**config.mk**
```make
export PLATFORM = sky130hd
export DESIGN_NAME = clk_sel_sequencer
export DESIGN_NICKNAME = d
export VERILOG_FILES = /design/src/rtl/clk_sel_sequencer.sv
export SDC_FILE = /design/constraint.sdc
export NUM_CORES = 1
export LEC_CHECK = 0
export BUFFER_PORTS_ARGS = -buffer_cell sky130_fd_sc_hd__clkbuf_2
export CAP_MARGIN = 30
export CORE_MARGIN = 4
export CORE_UTILIZATION = 47
export DETAILED_ROUTE_END_ITERATION = 10
export MAX_ROUTING_LAYER = met4
export PLACE_DENSITY_LB_ADDON = 0.3
export SETUP_SLACK_MARGIN = 0.05
export SKIP_CTS_REPAIR_TIMING = 1
export SLEW_MARGIN = 30
export SYNTH_ARGS = -nofsm -noshare
export SYNTH_HDL_FRONTEND = slang
export SYNTH_SLANG_ARGS = --single-unit
```
**constraint.sdc**
```tcl
create_clock -name clk_i -period 1.75 [get_ports clk_i]
set_clock_uncertainty 0.2 [all_clocks]
set_input_delay 0.2625 -clock clk_i [delete_from_list [all_inputs] [get_ports clk_i]]
set_output_delay 0.2625 -clock clk_i [all_outputs]
set_load 0.1 [all_outputs]
```
**src/rtl/clk_sel_sequencer.sv**
```systemverilog
// Sequences glitch-free clock mux select changes: accepts one request, settles SETTLE_CYCLES, then responds.
// Request stalls (req_ready_o low) outside IDLE; response held until rsp_ready_i; no overlap of the two.
module clk_sel_sequencer #(
  parameter int NUM_INPUTS    = 10,
  parameter int SETTLE_CYCLES = 64,
  parameter int RESET_SEL     = 0,
  localparam int SEL_WIDTH    = $clog2(NUM_INPUTS)
) (
  input  logic                 clk_i,
  input  logic                 rst_i,
  input  logic                 req_valid_i,
  output logic                 req_ready_o,
  input  logic [SEL_WIDTH-1:0] req_sel_i,
  output logic                 rsp_valid_o,
  input  logic                 rsp_ready_i,
  output logic                 rsp_err_o,
  output logic [SEL_WIDTH-1:0] sel_o,
  output logic                 switching_o
);

  localparam int CNT_W = (SETTLE_CYCLES > 2) ? $clog2(SETTLE_CYCLES) : 1;
  localparam int SETTLE_LOAD_I = SETTLE_CYCLES - 1;
  localparam logic [CNT_W-1:0]     SETTLE_LOAD = SETTLE_LOAD_I[CNT_W-1:0];
  localparam logic [SEL_WIDTH:0]   NUM_IN_W    = NUM_INPUTS[SEL_WIDTH:0];
  localparam logic [SEL_WIDTH-1:0] RST_SEL_W   = RESET_SEL[SEL_WIDTH-1:0];

  if (NUM_INPUTS < 2) begin : g_bad_num_inputs
    $error("clk_sel_sequencer: NUM_INPUTS must be >= 2");
  end
  if (SETTLE_CYCLES < 1) begin : g_bad_settle
    $error("clk_sel_sequencer: SETTLE_CYCLES must be >= 1");
  end
  if (RESET_SEL >= NUM_INPUTS || RESET_SEL < 0) begin : g_bad_reset_sel
    $error("clk_sel_sequencer: RESET_SEL must be in [0, NUM_INPUTS)");
  end

  typedef enum logic [1:0] {
    IDLE   = 2'd0,
    SETTLE = 2'd1,
    RESP   = 2'd2
  } state_t;

  state_t               state_q;
  logic [SEL_WIDTH-1:0] sel_q;
  logic [CNT_W-1:0]     cnt_q;
  logic                 rsp_valid_q;
  logic                 rsp_err_q;
  logic                 switching_q;
  logic                 req_out_of_range;
  logic                 req_same_sel;

  assign req_out_of_range = ({1'b0, req_sel_i} >= NUM_IN_W);
  assign req_same_sel     = (req_sel_i == sel_q);

  // Ready is masked by reset so it reads 0 while rst_i is held, independent of req_valid_i.
  assign req_ready_o = (state_q == IDLE) && !rst_i;
  assign rsp_valid_o = rsp_valid_q;
  assign rsp_err_o   = rsp_err_q;
  assign sel_o       = sel_q;
  assign switching_o = switching_q;

  always_ff @(posedge clk_i or posedge rst_i) begin
    if (rst_i) begin
      state_q     <= IDLE;
      sel_q       <= RST_SEL_W;
      cnt_q       <= '0;
      rsp_valid_q <= 1'b0;
      rsp_err_q   <= 1'b0;
      switching_q <= 1'b0;
    end else begin
      case (state_q)
        IDLE: begin
          if (req_valid_i) begin
            if (req_out_of_range) begin
              state_q     <= RESP;
              rsp_valid_q <= 1'b1;
              rsp_err_q   <= 1'b1;
            end else if (req_same_sel) begin
              state_q     <= RESP;
              rsp_valid_q <= 1'b1;
              rsp_err_q   <= 1'b0;
            end else begin
              state_q     <= SETTLE;
              sel_q       <= req_sel_i;
              cnt_q       <= SETTLE_LOAD;
              switching_q <= 1'b1;
            end
          end
        end
        SETTLE: begin
          if (cnt_q == '0) begin
            state_q     <= RESP;
            switching_q <= 1'b0;
            rsp_valid_q <= 1'b1;
            rsp_err_q   <= 1'b0;
          end else begin
            cnt_q <= cnt_q - 1'b1;
          end
        end
        RESP: begin
          if (rsp_ready_i) begin
            state_q     <= IDLE;
            rsp_valid_q <= 1'b0;
            rsp_err_q   <= 1'b0;
          end
        end
        default: begin
          state_q     <= IDLE;
          rsp_valid_q <= 1'b0;
          rsp_err_q   <= 1'b0;
          switching_q <= 1'b0;
        end
      endcase
    end
  end

  // A stalled requester must keep its request and index steady until accepted.
  a_req_stable: assert property (@(posedge clk_i) disable iff (rst_i)
    (req_valid_i && !req_ready_o) |=> (req_valid_i && $stable(req_sel_i)));

  a_err_needs_valid: assert property (@(posedge clk_i) disable iff (rst_i)
    rsp_err_o |-> rsp_valid_o);

  a_no_overlap: assert property (@(posedge clk_i) disable iff (rst_i)
    !(req_ready_o && (rsp_valid_o || switching_o)));

endmodule

```
==> impl_metrics.json, run 1 <==
{
  "max_clock_freq_mhz": 566,
  "slew_headroom": 0.606,
  "dpl_cell_area_um2": 1020,
  "period_share": 1.01,
  "grt_first_pass_wirelength_um": 2970,
  "synth-edff-count": 0,
  "yosysTopAreaCellShare": 0.457,
  "clock_latency_ps": 290,
  "whs_ps": 23.0,
  "yosys_warnings": 0,
  "ys_ff_latch": 15,
  "cp.arrival_ps": 1310,
  "n_antenna_cell": 0,
  "cts_num_sinks": 15,
  "drv_cap": 0,
  "grt_use_total": 0.163,
  "cp_num_buf_inv": 2,
  "r2r.worst_path.cells": 4,
  "use_met1": 0.194,
  "setup_viol": 1,
  "timing_worst_setup_path_type": "reg -> out",
  "holdCritPathClass": "in -> reg",
  "cts_buffers": 3,
  "ant_nets": 0,
  "hp-start": "req_valid_i",
  "hold_violations": 0,
  "fin_ws_ps": -17.7,
  "status": "complete, but fails checks",
  "cp_max_fo": 4,
  "synth_cells": 83,
  "die_w_um": 49.8,
  "core_um2": 1580,
  "slew_violations": 0,
  "rsz0062_at_grt": "yes",
  "r2r_end": "sel_o[0]",
  "violations": "negative setup slack",
  "cp_slowest_cell": "dfrtp_1",
  "synth_seq_area_share": 0.457,
  "worst_pin_slew_ps": 591,
  "wl_um": 1830,
  "drtIter0Drc": 10,
  "grt.met2_usage": 0.253,
  "stdcell_area_um2": 1100,
  "reg2reg_slack_ps": 40,
  "layout_min_cycle_time_ps": 1770,
  "drt-pass1-iter-count": 4,
  "grt-busiest-layer": "met2",
  "async_flop_share": 1.00,
  "vias": 715,
  "critPathRequiredTime_ps": 1290,
  "clkTransAtPathRegs_ps": 100,
  "grt_pass1_vias": 681,
  "overflow": 0,
  "yosys-top-cells-count": "dfrtp_1, nand2_1, nor2_1, a21oi_1, inv_1",
  "critPathTopFamily": "flip-flops",
  "timing.rr.start": "sel_o[3]",
  "nNetsFinal": 124,
  "met3_usage": 0.0361,
  "synth-main-ff-cell": "dfrtp_1",
  "cp_slowest_stage_delay_ps": 440,
  "hold_end": "rsp_err_o",
  "fp.dieH_um": 49.8,
  "cts_max_path_buffers": 2,
  "io_pins": 16,
  "ctsHtreeMaxLevel": 1,
  "port_buffers": 15,
  "die-area_um2": 2480,
  "synth_fp_nets": 93,
  "startpoint_type": "flip-flop",
  "cts_root_buffer": "clkbuf_4",
  "synth_area_leaders": "dfrtp_1, xnor2_1, mux2_2, a21oi_1, a211oi_1",
  "synth_top_cell_by_area": "dfrtp_1",
  "wl_per_cell_um": 14.1,
  "place.gp.congestion": 0.834,
  "yosys.cell_count.top_type": "dfrtp_1",
  "antenna_found_initial": 0,
  "dpl.hpwl_um": 1340,
  "netlist_area_um2": 822,
  "drive_gt1_frac": 0.451,
  "hold_depth": 3,
  "rows": 14,
  "cp-end-kind": "primary output",
  "grt_max_degree": 16,
  "tritoncts": "yes",
  "area_growth_pct": 34.1,
  "cp_cell_sequence": "buf_6 > nor3_4 > buf_12",
  "synth.distinct_cells": 31,
  "viasPerCell": 5.54,
  "synth_area_per_cell_um2": 9.90,
  "initial_core_util": 0.521,
  "drc": 0
}
## worst reg2reg max path, stage by stage (launching register included)
cell and delay [ps]:
dfrtp_4 500, xnor2_1 150, nand4_1 200, nand2_2 200
mux2_1 350
## placed cells by master, fill, tap and decap left out, types with 3 or more instances in the layout
cell type	netlist	final
buf_4	0	10
clkbuf_4	0	3
nor3_1	4	3
o21ai_0	3	3
nor2_1	7	7
inv_1	5	5
dfrtp_1	15	10
nand2_1	8	8
a211oi_1	4	4
clkbuf_2	0	14
mux2_2	3	3
a21oi_1	6	6
dfrtp_4	0	4
## cell type report
cell class                      instances  area (um2)
Fill cell                             129         474
Tap cell                               16        20.0
Sequential cell                        15         392
Timing Repair Buffer                   28         198
Multi-Input combinational cell         61         448
Clock buffer                            4        26.3
Inverter                                5        18.8
## worst max path at each step
stage / from / end / slack, ps / depth (start not counted)
finish: state_q[0] / req_ready_o / -20 / 3
global route: sel_o[2] / sel_o[2] / -80 / 4
CTS: state_q[0] / req_ready_o / -50 / 3
detailed placement: sel_o[0] / sel_o[2] / 50 / 4
global placement: sel_o[0] / rsp_err_o / 60 / 4
floorplan: sel_o[1] / sel_o[1] / -70 / 4
## logic make-up after synthesis
kind of cell / count (synthesis) / share of synthesized area
and+or+nand+nor: 31 / 0.204
AOI/OAI and AO/OA: 20 / 0.178
DFF: 15 / 0.457
buffers and inverters: 7 / 0.0335
xor gates and xnor gates: 4 / 0.0426
muxes: 4 / 0.0548
adders and majority gates: 2 / 0.0304
## metrics by stage
| stage | worst slack [ps] | setup TNS, ps | utilization | std cells |
|---|---|---|---|---|
| after floorplan | -68.4 | -360 | - | 83 |
| after global placement | 62.7 | 0 | 0.650 | 122 |
| after detailed placement | 54.5 | 0 | 0.650 | 122 |
| after CTS | -47.9 | -47.9 | 0.667 | 126 |
| after global routing | -76.0 | -376 | 0.699 | 129 |
| final | -17.7 | -17.7 | 0.699 | 129 |
## flip-flops by register name (all words and copies together) (netlist names)
name         count
cnt_q            6
sel_o            4
state_q          2
rsp_err_o        1
rsp_valid_o      1
switching_o      1
## metal layers
layer | share of wire | routed length (um)
met5 | 0 | 0
met4 | 0.023 | 42
met3 | 0.030 | 55
met2 | 0.49 | 899
met1 | 0.45 | 828
Power of run 1 is left out: the tool's default activity adds up to more than one toggle a clock period on the data nets, which glitch-free logic cannot reach.
==> run 2: changes to the inputs <==
- ABC_AREA: default -> 1
- CORE_UTILIZATION: 47 -> 49
- HOLD_SLACK_MARGIN: default -> 0.08
==> impl_metrics.json, run 2 <==
{
  "netlist_area_um2": 948,
  "cpMostUsedCell": "nor2_4",
  "yosys_warnings": 0,
  "cp_max_fo": 4,
  "n_fill_cell": 150,
  "area_growth_pct": 26.6,
  "io_pins": 16,
  "drt-pass1-iter-count": 4,
  "synth_seq_area_share": 0.396,
  "clkTransAtPathRegs_ps": 90,
  "hold_violations": 0,
  "synth_area_leaders": "dfrtp_1, nand2_1, nand3_2, inv_1, nor2_4",
  "setup_viol": 0,
  "r2r.worst_path.cells": 7,
  "core_um2": 1780,
  "cts_num_sinks": 15,
  "fp.dieH_um": 52.0,
  "drtIter0Drc": 12,
  "startpoint_type": "flip-flop",
  "dpl.hpwl_um": 1420,
  "yosys.cell_count.top_type": "nand2_1",
  "initial_core_util": 0.532,
  "worst_pin_slew_ps": 581,
  "hold_depth": 4,
  "cp.arrival_ps": 1220,
  "drive_gt1_frac": 0.376,
  "holdCritPathClass": "in -> reg",
  "grt_max_degree": 17,
  "grt_pass1_vias": 776,
  "rows": 15,
  "synth.distinct_cells": 25,
  "final_common_cell": "nand2_1",
  "dpl.cell_count": 158,
  "synth-edff-count": 0,
  "drv_cap": 0,
  "vias": 854,
  "yosysTopAreaCellShare": 0.396,
  "timing_worst_setup_path_type": "reg -> out",
  "layout_min_cycle_time_ps": 1680,
  "slew_violations": 0,
  "wl_per_cell_um": 11.6,
  "n_antenna_cell": 0,
  "yosys-top-cells-count": "nand2_1, dfrtp_1, inv_1, nand3_1, nand3_2",
  "final_cell_mix": "nand2_1, inv_1, clkbuf_2, dfrtp_1, buf_4",
  "synth_fp_nets": 129,
  "final_cell_count_no_fill": 174,
  "whs_ps": 60.9,
  "die_w_um": 52.0,
  "ctsHtreeMaxLevel": 1,
  "status": "finished, final reports clean",
  "grt_first_pass_wirelength_um": 3080,
  "period_share": 0.961,
  "cts_buffers": 3,
  "largest_register": "cnt_q",
  "synth_cells": 119,
  "cts_max_path_buffers": 2,
  "async_flop_share": 1.00,
  "cp-end-kind": "primary output",
  "tritoncts": "yes",
  "cts_root_buffer": "clkbuf_4",
  "die-area_um2": 2700,
  "viasPerCell": 4.91,
  "cp_slowest_stage_delay_ps": 460,
  "slew_headroom": 0.612,
  "grt_use_total": 0.155,
  "wl_um": 2020,
  "largest_register_ff_count": 6,
  "max_clock_freq_mhz": 595,
  "antenna_found_initial": 0,
  "cp_slowest_cell": "dfrtp_2",
  "ys_ff_latch": 15,
  "overflow": 0,
  "rsz0062_at_grt": "yes",
  "place.gp.congestion": 0.926,
  "synth_top_cell_by_area": "dfrtp_1",
  "clock_latency_ps": 280,
  "drc": 0,
  "synth_area_per_cell_um2": 7.97,
  "ant_nets": 0,
  "cp_cell_sequence": "nor2_4 > inv_2 > nor2_4 > buf_12",
  "synth-main-ff-cell": "dfrtp_1",
  "critPathRequiredTime_ps": 1290,
  "port_buffers": 15,
  "nNetsFinal": 160
}
[run 2: cell count changes after synthesis, moves of 4 or more]
| cell | delta |
|---|---|
| a211oi_1 | -4 |
| a21oi_1 | -4 |
| inv_1 | +10 |
| nand2_1 | +32 |
| nand3_1 | +6 |
| nand3_2 | +6 |
| nor2_1 | -4 |
| nor2_4 | +4 |
| xnor2_1 | -4 |
[run 2: routing by layer]
| layer | vias to the layer above | part of all wire | track usage |
|---|---|---|---|
| met5 | - | 0 | - |
| met4 | 0 | 0.014 | 0.0830 |
| met3 | 4 | 0.027 | 0.0258 |
| met2 | 14 | 0.49 | 0.259 |
| met1 | 398 | 0.46 | 0.177 |
| li1 | 438 | - | - |
[run 2: path summary, 6_finish.rpt]
kind,from,endpoint,slack [ps]
max in group asynchronous,rst_i,state_q[1],540
hold reg to reg,rsp_err_o,rsp_err_o,280
min in group asynchronous,rst_i,switching_o,400
setup reg to reg,cnt_q[0],rsp_err_o,180
hold / removal,rsp_ready_i,state_q[1],60
setup / recovery,state_q[1],req_ready_o,70
[run 2: cells by family after synthesis]
family	share of synthesized area
and+or+nand+nor	0.401
buffers and inverters	0.0871
DFF	0.396
AOI/OAI and AO/OA	0.0897
adders and majority gates	0.0264
[run 2: worst max-delay path: cells and delay by family (launching register included)]
kind,cells,cell delay [ps]
simple gates,2,220
buf+inv,2,250
flops,1,460
[run 2: through the flow]
step	worst slack, ps	instance area (um2)	TNS, ps	utilization
global route	7.34	1200	0	0.674
finish	68.7	1200	0	0.674
detailed placement	131	1060	0	0.596
floorplan	-102	956	-102	-
CTS	23.4	1090	0	0.611
global placement	162	1060	0	0.596
[run 2: final cells by class]
cell class | instances | area (um2) | share of cell area
inverters | 18 | 67.6 | 0.0563
multi-input cells | 85 | 503 | 0.419
clock inverters | 1 | 5.00 | 0.00417
clock buffers | 3 | 22.5 | 0.0188
well taps | 25 | 31.3 | 0.0260
flip-flops and latches | 15 | 382 | 0.318
repair buffers | 27 | 190 | 0.158
Power of run 2 is left out for the same reason.
==> run 3: changes to the inputs <==
- ABC_AREA: 1 -> default
- CORE_UTILIZATION: 49 -> 47
- GPL_TIMING_DRIVEN: default -> 0
- HOLD_SLACK_MARGIN: 0.08 -> default
==> impl_metrics.json, run 3 (synthesized netlist as in run 1, its figures left out) <==
{
  "hold_violations": 0,
  "cp_max_fo": 5,
  "fp.dieH_um": 49.8,
  "vias": 749,
  "hold_end": "rsp_err_o",
  "antenna_found_initial": 0,
  "drv_cap": 0,
  "reg2reg_slack_ps": -80,
  "die_w_um": 49.8,
  "max_clock_freq_mhz": 546,
  "cp.arrival_ps": 1810,
  "grt_max_degree": 16,
  "hp-start": "req_valid_i",
  "wl_per_cell_um": 15.2,
  "r2r_end": "rsp_err_o",
  "drt-pass1-iter-count": 4,
  "overflow": 0,
  "drc": 0,
  "startpoint_type": "flip-flop",
  "timing_worst_setup_path_type": "reg -> reg",
  "n_fill_cell": 106,
  "grt_pass1_vias": 637,
  "place.gp.congestion": 0.814,
  "largest_register_ff_count": 6,
  "viasPerCell": 5.72,
  "cts_buffers": 3,
  "initial_core_util": 0.521,
  "largest_register": "cnt_q",
  "period_share": 1.05,
  "layout_min_cycle_time_ps": 1830,
  "drtIter0Drc": 10,
  "slew_headroom": 0.609,
  "cts_max_path_buffers": 2,
  "critPathRequiredTime_ps": 1720,
  "area_growth_pct": 39.9,
  "clock_latency_ps": 280,
  "r2r.worst_path.cells": 4,
  "hold_depth": 3,
  "ctsHtreeMaxLevel": 1,
  "status": "complete, but fails checks",
  "drive_gt1_frac": 0.522,
  "cp-end-kind": "flip-flop",
  "ant_nets": 0,
  "setup_viol": 7,
  "io_pins": 16,
  "whs_ps": 20.3,
  "grt_first_pass_wirelength_um": 2790,
  "cts_root_buffer": "clkbuf_4",
  "rsz0062_at_grt": "yes",
  "nNetsFinal": 126,
  "wl_um": 1990,
  "slew_violations": 0,
  "rows": 14,
  "port_buffers": 15,
  "dpl.hpwl_um": 1170,
  "n_antenna_cell": 0,
  "clkTransAtPathRegs_ps": 90,
  "grt_use_total": 0.154,
  "timing.rr.start": "cnt_q[2]",
  "core_um2": 1580,
  "worst_pin_slew_ps": 585,
  "fin_ws_ps": -80.2,
  "cts_num_sinks": 15,
  "violations": "negative setup slack",
  "final_cell_mix": "buf_4, clkbuf_2, nand2_1, dfrtp_1, a21oi_1",
  "holdCritPathClass": "in -> reg",
  "tritoncts": "yes",
  "die-area_um2": 2480
}
## run 3: cell types whose count changed in the layout (fill, tap and decap cells not counted), moves of 4 or more
cell,previous run,this run
a21oi_1,2,6
nand3_1,7,1
inv_1,15,5
nand2_1,40,8
nor2_4,5,0
nand3_2,6,0
buf_4,8,14
dfrtp_4,0,4
a211oi_1,0,4
## run 3: final cells by class
| type | count | area, um2 | share of cell area |
|---|---|---|---|
| sequential | 15 | 394 | 0.343 |
| inverter | 5 | 18.8 | 0.0163 |
| tap | 16 | 20.0 | 0.0174 |
| multi-input combinational | 61 | 485 | 0.422 |
| clock buffer | 4 | 26.3 | 0.0229 |
| buffer | 1 | 7.51 | 0.00653 |
| timing repair buffer | 29 | 198 | 0.172 |
## run 3: how the worst max path moves through the flow
stage	start	end	slack, ps	cells past startpoint
4_1_cts	state_q[0]	req_ready_o	-260	3
3_3_place_gp	cnt_q[3]	rsp_err_o	-120	4
5_1_grt	sel_o[0]	rsp_err_o	-200	4
2_1_floorplan	sel_o[1]	sel_o[1]	-70	4
6_report	cnt_q[2]	rsp_err_o	-80	4
3_5_place_dp	cnt_q[3]	rsp_err_o	-170	4
## run 3: worst max-delay path, stage by stage, from the launching register on
cell and delay, ps:
dfrtp_2 440, nor4_4 400, a21oi_4 130, a311o_2 420, o2bb2ai_2 130
## run 3: metrics by stage
stage / setup WS (ps) / util / instance area (um2) / TNS (ps) / std cells
after global placement: -124 / 0.598 / 943 / -667 / 114
after global routing: -195 / 0.729 / 1150 / -1170 / 131
after CTS: -258 / 0.615 / 970 / -1210 / 118
after floorplan: -68.4 / - / 848 / -360 / 83
final: -80.2 / 0.729 / 1150 / -216 / 131
after detailed placement: -165 / 0.598 / 943 / -826 / 114
## run 3: routing by layer
metal	track usage	up-vias	routed length, um
li1	-	358	-
met1	0.180	368	872
met2	0.251	19	1010
met3	0.0361	4	75
met4	0.0691	0	34
met5	-	-	0
Power of run 3 is left out for the same reason.
